`src/rtl/mux_pipeline_stream_pkg.sv`:
```
// Shared elaboration helpers for the pipelined stream multiplexer.
// mux_levels : number of RADIX:1 levels needed for n inputs, ceil(log_radix(n)), minimum 1
// mux_units  : number of mux units produced by a given level (0-based)
// mux_sel_w  : width of a channel index for n inputs
package mux_pipeline_stream_pkg;

  function automatic int mux_levels(input int n, input int radix);
    int lv;
    int span;
    lv   = 0;
    span = 1;
    while (span < n) begin
      span = span * radix;
      lv   = lv + 1;
    end
    if (lv < 1) begin
      lv = 1;
    end
    return lv;
  endfunction

  // Units after level 'level' = ceil(n / radix^(level+1)).
  function automatic int mux_units(input int n, input int radix, input int level);
    int u;
    u = n;
    for (int i = 0; i <= level; i++) begin
      u = (u + radix - 1) / radix;
    end
    return u;
  endfunction

  function automatic int mux_sel_w(input int n);
    return $clog2(n);
  endfunction

endpackage

```
`src/rtl/mux_pipeline_stream_stage.sv`:
```
// mux_stage: one registered RADIX:1 level of the multiplexer tree.
// Ports:
//   clk, rst       - clock, synchronous active-high reset
//   adv            - stall enable; the stage loads only when high
//   d_valid/d_data/d_sel/d_tag/d_err - beat from the previous level
//   q_valid/q_data/q_sel/q_tag/q_err - registered beat for the next level
// Data buses are INPUT_COUNT units wide at every level; units beyond the
// level's real unit count are held at zero, which also zero-fills the unused
// inputs of the next level's last unit.
module mux_stage
  import mux_pipeline_stream_pkg::*;
#(
  parameter int WIDTH       = 8,
  parameter int INPUT_COUNT = 8,
  parameter int RADIX       = 2,
  parameter int TAG_WIDTH   = 4,
  parameter int SEL_PW      = 3,
  parameter int LEVEL       = 0
) (
  input  logic                         clk,
  input  logic                         rst,
  input  logic                         adv,
  input  logic                         d_valid,
  input  logic [INPUT_COUNT*WIDTH-1:0] d_data,
  input  logic [SEL_PW-1:0]            d_sel,
  input  logic [TAG_WIDTH-1:0]         d_tag,
  input  logic                         d_err,
  output logic                         q_valid,
  output logic [INPUT_COUNT*WIDTH-1:0] q_data,
  output logic [SEL_PW-1:0]            q_sel,
  output logic [TAG_WIDTH-1:0]         q_tag,
  output logic                         q_err
);

  localparam int LOG_R = $clog2(RADIX);
  localparam int N_IN  = (LEVEL == 0) ? INPUT_COUNT : mux_units(INPUT_COUNT, RADIX, LEVEL - 1);
  localparam int N_OUT = mux_units(INPUT_COUNT, RADIX, LEVEL);

  logic [INPUT_COUNT*WIDTH-1:0] mux_s;
  logic                         hit_s;

  // RADIX:1 selection per unit using the low sel bits; missing inputs read as zero
  always_comb begin
    mux_s = '0;
    hit_s = 1'b0;
    for (int j = 0; j < INPUT_COUNT; j++) begin
      for (int s = 0; s < RADIX; s++) begin
        hit_s = (j < N_OUT) && ((j * RADIX + s) < N_IN) && (int'(d_sel[LOG_R-1:0]) == s);
        mux_s[j*WIDTH +: WIDTH] = mux_s[j*WIDTH +: WIDTH] |
          (hit_s ? d_data[((j * RADIX + s) % INPUT_COUNT)*WIDTH +: WIDTH] : {WIDTH{1'b0}});
      end
    end
  end

  // Stage register: cleared on reset, loaded on advance, otherwise held
  always_ff @(posedge clk) begin
    if (rst) begin
      q_valid <= 1'b0;
      q_data  <= '0;
      q_sel   <= '0;
      q_tag   <= '0;
      q_err   <= 1'b0;
    end else if (adv) begin
      q_valid <= d_valid;
      q_data  <= mux_s;
      q_sel   <= d_sel >> LOG_R;
      q_tag   <= d_tag;
      q_err   <= d_err;
    end else begin
      q_valid <= q_valid;
      q_data  <= q_data;
      q_sel   <= q_sel;
      q_tag   <= q_tag;
      q_err   <= q_err;
    end
  end

endmodule

```
`src/rtl/mux_pipeline_stream.sv`:
```
// mux_pipeline_stream: N:1 multiplexer built as LATENCY registered levels of
// RADIX:1 units, with valid/ready flow control and a global stall.
// Ports:
//   clk, rst               - clock, synchronous active-high reset
//   in_valid/in_ready      - input handshake (in_ready = !out_valid || out_ready)
//   sel                    - channel index, one extra MSB for out-of-range detection
//   in                     - channel k at in[k*WIDTH +: WIDTH]
//   in_tag                 - sideband tag travelling with the beat
//   out_valid/out_ready    - output handshake
//   out, out_tag, out_err  - selected data, its tag, out-of-range flag
//   inflight               - number of valid beats held in the pipeline
module mux_pipeline_stream
  import mux_pipeline_stream_pkg::*;
#(
  parameter int WIDTH       = 8,
  parameter int INPUT_COUNT = 8,
  parameter int RADIX       = 2,
  parameter int TAG_WIDTH   = 4,
  localparam int SEL_W      = mux_sel_w(INPUT_COUNT),
  localparam int LATENCY    = mux_levels(INPUT_COUNT, RADIX),
  localparam int INF_W      = $clog2(LATENCY + 1)
) (
  input  logic                         clk,
  input  logic                         rst,
  input  logic                         in_valid,
  output logic                         in_ready,
  input  logic [SEL_W:0]               sel,
  input  logic [WIDTH*INPUT_COUNT-1:0] in,
  input  logic [TAG_WIDTH-1:0]         in_tag,
  output logic                         out_valid,
  input  logic                         out_ready,
  output logic [WIDTH-1:0]             out,
  output logic [TAG_WIDTH-1:0]         out_tag,
  output logic                         out_err,
  output logic [INF_W-1:0]             inflight
);

  localparam int LOG_R  = $clog2(RADIX);
  // Sel bits consumed by the whole tree, LSB-first, LOG_R per level
  localparam int SEL_PW = LATENCY * LOG_R;

  logic                         v_s    [LATENCY:0];
  logic [INPUT_COUNT*WIDTH-1:0] data_s [LATENCY:0];
  logic [SEL_PW-1:0]            sel_s  [LATENCY:0];
  logic [TAG_WIDTH-1:0]         tag_s  [LATENCY:0];
  logic                         err_s  [LATENCY:0];
  logic                         advance_s;
  logic [INF_W-1:0]             inflight_r;

  assign advance_s = !out_valid || out_ready;
  // Reset empties the pipeline, so input is always acceptable while it is held
  assign in_ready  = rst || advance_s;

  // Out-of-range beats enter with all channels zeroed so the tree yields zero
  assign err_s[0]  = (sel >= (SEL_W + 1)'(INPUT_COUNT));
  assign data_s[0] = err_s[0] ? {(WIDTH*INPUT_COUNT){1'b0}} : in;
  assign v_s[0]    = in_valid;
  assign tag_s[0]  = in_tag;

  if (SEL_PW > SEL_W + 1) begin : g_sel_ext
    assign sel_s[0] = {{(SEL_PW - SEL_W - 1){1'b0}}, sel};
  end else begin : g_sel_trunc
    assign sel_s[0] = sel[SEL_PW-1:0];
  end

  for (genvar l = 0; l < LATENCY; l++) begin : g_lvl
    mux_stage #(
      .WIDTH       (WIDTH),
      .INPUT_COUNT (INPUT_COUNT),
      .RADIX       (RADIX),
      .TAG_WIDTH   (TAG_WIDTH),
      .SEL_PW      (SEL_PW),
      .LEVEL       (l)
    ) u_stage (
      .clk     (clk),
      .rst     (rst),
      .adv     (advance_s),
      .d_valid (v_s[l]),
      .d_data  (data_s[l]),
      .d_sel   (sel_s[l]),
      .d_tag   (tag_s[l]),
      .d_err   (err_s[l]),
      .q_valid (v_s[l+1]),
      .q_data  (data_s[l+1]),
      .q_sel   (sel_s[l+1]),
      .q_tag   (tag_s[l+1]),
      .q_err   (err_s[l+1])
    );
  end

  assign out_valid = v_s[LATENCY];
  assign out       = data_s[LATENCY][WIDTH-1:0];
  assign out_tag   = tag_s[LATENCY];
  assign out_err   = err_s[LATENCY];
  assign inflight  = inflight_r;

  // Occupancy: a shift adds the entering beat and removes the leaving one
  always_ff @(posedge clk) begin
    if (rst) begin
      inflight_r <= '0;
    end else if (advance_s) begin
      inflight_r <= inflight_r + INF_W'(in_valid) - INF_W'(v_s[LATENCY]);
    end else begin
      inflight_r <= inflight_r;
    end
  end

endmodule
```
`config.mk`:
```
export PLATFORM = sky130hd
export DESIGN_NAME = mux_pipeline_stream
export DESIGN_NICKNAME = d
export VERILOG_FILES = /design/src/rtl/mux_pipeline_stream_pkg.sv /design/src/rtl/mux_pipeline_stream_stage.sv /design/src/rtl/mux_pipeline_stream.sv
export SDC_FILE = /design/constraint.sdc
export NUM_CORES = 1
export LEC_CHECK = 0
export ABC_AREA = 1
export CORE_ASPECT_RATIO = 1.2
export CORE_MARGIN = 2
export CORE_UTILIZATION = 48
export DETAILED_ROUTE_END_ITERATION = 10
export GPL_TIMING_DRIVEN = 1
export PLACE_DENSITY = 0.8
export RECOVER_POWER = 25
export SYNTH_ARGS = -nofsm -noshare
export SYNTH_HDL_FRONTEND = slang
export SYNTH_SLANG_ARGS = --single-unit
```
`constraint.sdc`:
```
create_clock -name clk -period 1.6 [get_ports clk]
set_clock_uncertainty 0.2 [all_clocks]
set_input_delay 0.48 -clock clk [delete_from_list [all_inputs] [get_ports clk]]
set_output_delay 0.48 -clock clk [all_outputs]
set_load 0.03 [all_outputs]
```
# ---- Word-level counts from Yosys, hierarchy flattened
# Index checks and enable logic that the tools add are counted.
dict set report totals {
  regBits 79
  latch_bits 0
  ramBits 0
  romBits 0
  inputBits 76
  output_inout_bits 17
  wordCells 43
  memories 0
}
dict set report classes {
  addsub 2
  multipliers 0
  div_mod_pow 0
  order_cmp 1
  n_eq_ne 0
  shift 0
  mux 15
  bitwise_logic 7
  n_reduce_logical 3
}
# cell count
set ops {}
lappend ops {{8-bit 2-to-1 mux} 14}
lappend ops {{64-bit 2-to-1 mux} 1}
lappend ops {{8-bit OR} 7}
lappend ops {{4-bit >= comparator (second input constant)} 1}
lappend ops {{2-bit by 1-bit adder with 2-bit output} 1}
lappend ops {{1-bit logical OR} 2}
lappend ops {{2-bit by 1-bit subtractor with 2-bit output} 1}
lappend ops {{1-bit zero test} 1}

# ---- Depth between registers and ports, before layout
dict set report logic_depth {
  word_depth 4
  depth_mapped 10
  depth_no_buf 10
}

# ---- By module
# Synthesis repeated with hierarchy kept, for this count alone.
dict set report hier_totals {
  cells_unflattened 887
  area_unflattened_um2 5574.1
}
# module instances cells_per_inst area_each_um2
set modules_own_cells {}
lappend modules_own_cells {{mux_stage at g_lvl[0].u_stage} 1 343 2190.9}
lappend modules_own_cells {{mux_stage at g_lvl[1].u_stage} 1 222 1532.7}
lappend modules_own_cells {{mux_stage at g_lvl[2].u_stage} 1 162 1138.6}
lappend modules_own_cells {mux_pipeline_stream 1 160 711.9}

# ---- Least setup slack after synthesis
# OpenSTA, ideal clock, no wires.
dict set report synth_timing {
  path_kind {reg-to-output}
  start {register g_lvl[2].u_stage.q_valid}
  end {output in_ready}
  arrival_ns 1.144
  setup_slack_ns -0.224
  stages_incl_launch_ff 5
  n_path_buf 1
  cell_sequence {dfxtp_1 > nand2_4 > nor2_4 > buf_2 > inv_1}
}
dict set report synth_via {
  elab_chain_len 3
}
# item line
set synth_rtl {}
lappend synth_rtl {{start: declaration} mux_pipeline_stream_stage.sv:28} ;# output logic q_valid,
lappend synth_rtl {{start signal: assignment} mux_pipeline_stream_stage.sv:64} ;# q_valid <= d_valid;
lappend synth_rtl {{start signal: assignment} mux_pipeline_stream_stage.sv:70} ;# q_valid <= q_valid;
lappend synth_rtl {{1-bit zero test} mux_pipeline_stream.sv:50} ;# assign advance_s = !out_valid || out_ready;
lappend synth_rtl {{1-bit logical OR} mux_pipeline_stream.sv:50}
lappend synth_rtl {{1-bit logical OR} mux_pipeline_stream.sv:52} ;# assign in_ready = rst || advance_s;
lappend synth_rtl {{end: declaration} mux_pipeline_stream.sv:26} ;# output logic in_ready,
# No other way between the ends.

# ---- Final worst setup path
dict set report layout_timing {
  start {input rst}
  end {output in_ready}
}
dict set report layout_via {
  elab_chain_len 1
}
# item line
set layout_rtl {}
lappend layout_rtl {{start: declaration} mux_pipeline_stream.sv:24} ;# input logic rst,
lappend layout_rtl {{1-bit logical OR} mux_pipeline_stream.sv:52}
# No other way between the ends.

==> results.md <==
- Outcome: finished with violations
- Failing checks: negative setup slack
- Dpl cells: just over 600
- DR iter-0 viols: approximately 160
- Vias: a little over 3000
- Initial antenna violation count: 0
- Mapped Area: 3430 um^2
- Post-route cell area: about 4600 um^2
- Met3 usage: under 10%
- Pleak: 1.97 nW
- Number of global-route vias before repair: just under 3000
- Placed Area: approximately 4400 um^2
- CP Max Fanout: 2
- CP Class: input pin to output port
- CTS hold repair buffers: 0
- Final slew viol count: 0
- Die ar.: 7840 um^2
- CTS root buffer: clkbuf_8
- CTS Buf Count: 9
- Max_cap viols: 0
- Layout cells sized above 1: between 10% and 20%
- Synth cell types: 19
- GRT Residual Overflow: 0
- Pwr per Cell Area: between 900 and 1000 nW/um^2
- Die H: roughly 97 um
- Total Power: between 0.004 and 0.005 W
- Maximum root-to-sink buffer count: 2
- Post-synthesis register bit count: 79
- CP Data Required Time: about 0.92 ns
- I/O Buffers: 92
- GRT Total Usage: between 15 and 20%
- Worst Max-Slew Pin Slew: approximately 0.4 ns
- Final Util: between 60% and 70%
- Top Ports: 93
- Final min period: 1.74 ns
- Antenna diodes: 0
- Drt wl/cell: ~11 um
- Buf/Inv on CP: 3
- Post-DRT Antenna Nets: 0
- Core ar.: slightly below 7000 um^2
- Area Growth Syn to Fin: 33.8%
- Max-slew headroom: between 70% and 80%
- CTS H-Tree Depth: 3
- CTS tree: built
- Via density: just under 5
- Non-filler instance count after layout: around 630
- Busiest grt layer: met2
- Worst path arrival time: 1.06 ns
- Post-DP HPWL: 5.28 mm
- Mapped Cells: 458
- Net count after synthesis: approximately 540
- Detailed Route WL: between 7 and 8 mm
- Rows: 33
- Critical path endpoint category: output port
- CTS sink cnt: between 70 and 80
- Min-delay worst type: flip-flop to flip-flop
- Post-synthesis sequential area ratio: a little under half
- Final hold vios: 0
- DR pass1 iterations: 4
- YS warnings: 0
- Critical-path top delay cell: clkdlybuf4s15_1
- Worst path max stage delay: ~0.23 ns
- Mean area per synthesized cell: roughly 7.5 um^2
- Post-layout nets: 620
- Setup slack after layout: -0.136 ns
- Largest net degree at the start of global routing: 65
- # DRC: 0
- Wire length of the first global-routing pass: between 10 and 15 mm
- Gpl congestion: approximately 0.75
- Met1 Use GR: a little under a quarter
- Clock slew at reported path FFs: around 0.07 ns
- Clock latency on the worst-skew pair: 0.34 ns
- Final worst path period share: 109%
- Unrepaired setup endpoints after global routing: true
- Chip width: roughly 81 um
- Fmax: 576 MHz
- Worst VDD drop: 0.460 mV
- WHS: 0.256 ns
- Worst path cell trace: clkdlybuf4s15_1 -> nor2_4 -> inv_2 -> buf_6
- Final setup viols: 3
- Initial Util: ~50%
- Fill cells: between 500 and 600
- Met2 usage: roughly a third
- Setup crit start kind: input pin
- CP delay by family, top: buffers and inverters
## cells in the mapped netlist
library cell	n	area [um^2]
inv_2	2	7.51
a21oi_1	30	150
ha_1	2	25.0
nor2_1	35	131
nand2_4	2	22.5
buf_4	10	75.1
buf_2	13	65.1
nor2_4	3	33.8
o21ai_0	109	546
buf_6	6	67.6
clkbuf_2	5	25.0
inv_1	43	161
or2_2	24	150
dfxtp_1	79	1580
o21ai_1	23	115
nand4_1	1	6.26
clkbuf_1	3	11.3
nand2_1	67	251
nand3_1	1	5.00
## flip-flops by register name, summed over array words and instances, names as in the netlist
register / count
g_lvl.u_stage.q_sel: 3
g_lvl.u_stage.q_valid: 3
g_lvl.u_stage.q_data: 56
g_lvl.u_stage.q_tag: 12
inflight: 2
g_lvl.u_stage.q_err: 3
## cell type report
class	count	area, um^2	area share (%)
flip-flops and latches	79	1590	34.6
multi-input cells	297	1420	31.0
repair buffers	110	1130	24.5
well taps	87	109	2.37
clock buffers	15	176	3.84
inverters	45	169	3.68
## path summary, 6_finish.rpt
path	cells after the start	endpoint	start	slack (ns)
setup / recovery	4	in_ready	rst	-0.14
hold / removal	2	g_lvl[0].u_stage.q_data[17]	g_lvl[0].u_stage.q_data[17]	0.26
hold reg to reg	2	g_lvl[0].u_stage.q_data[17]	g_lvl[0].u_stage.q_data[17]	0.26
setup reg to reg	10	inflight[1]	g_lvl[2].u_stage.q_valid	-0.01
## worst min-delay path, delay by kind of cell (launching register included)
kind	cells	cell delay, ns
compound gates	1	0.05
flops	1	0.31
simple gates	1	0.05
## cell families after synthesis
kind of cell / after synthesis / synth area share, %
flip-flops: 79 / 46.1
AND/OR/NAND/NOR: 133 / 17.5
AO/OA/AOI/OAI: 162 / 23.6
adder cells (fa/ha/maj): 2 / 0.729
buffers and inverters: 82 / 12.0
## report_power, final
group / switching, W / internal, W / total (W)
clock: 0.000633 / 0.000685 / 0.00132
combinational: 0.000340 / 0.000415 / 0.000756
sequential: 0.0000757 / 0.00210 / 0.00218
## cell usage in the layout, fill, tap and decap left out, drive strengths merged
cell,n
clkbuf,16
or2,24
nand2,69
clkdlybuf4s15,1
dfxtp,79
buf,36
clkdlybuf4s50,72
a21oi,30
nor2,38
ha,2
nand4,1
inv,45
o21ai,132
nand3,1
## layer usage
metal / routed length (um) / vias up / share of wire [%]
li1: - / 1638 / -
met2: 3430 / 85 / 48
met4: 101 / 0 / 1.4
met5: 0 / - / 0
met1: 3230 / 1312 / 45
met3: 437 / 9 / 6.1
## per-stage QoR
stage	setup WS (ns)	TNS [ns]
after global placement	-0.450	-24.95
after global routing	-0.171	-2.57
final	-0.136	-0.207
after detailed placement	-0.471	-28.48
after CTS	-0.169	-0.262
after floorplan	-0.0335	-0.0335
## what timing repair did
action	in CTS	in global routing
buffers inserted	3	0
pin swaps	2	3
setup endpoints to repair	35	5
gates resized for setup	9	3
Note: power is estimated with default switching activity, not from simulation.
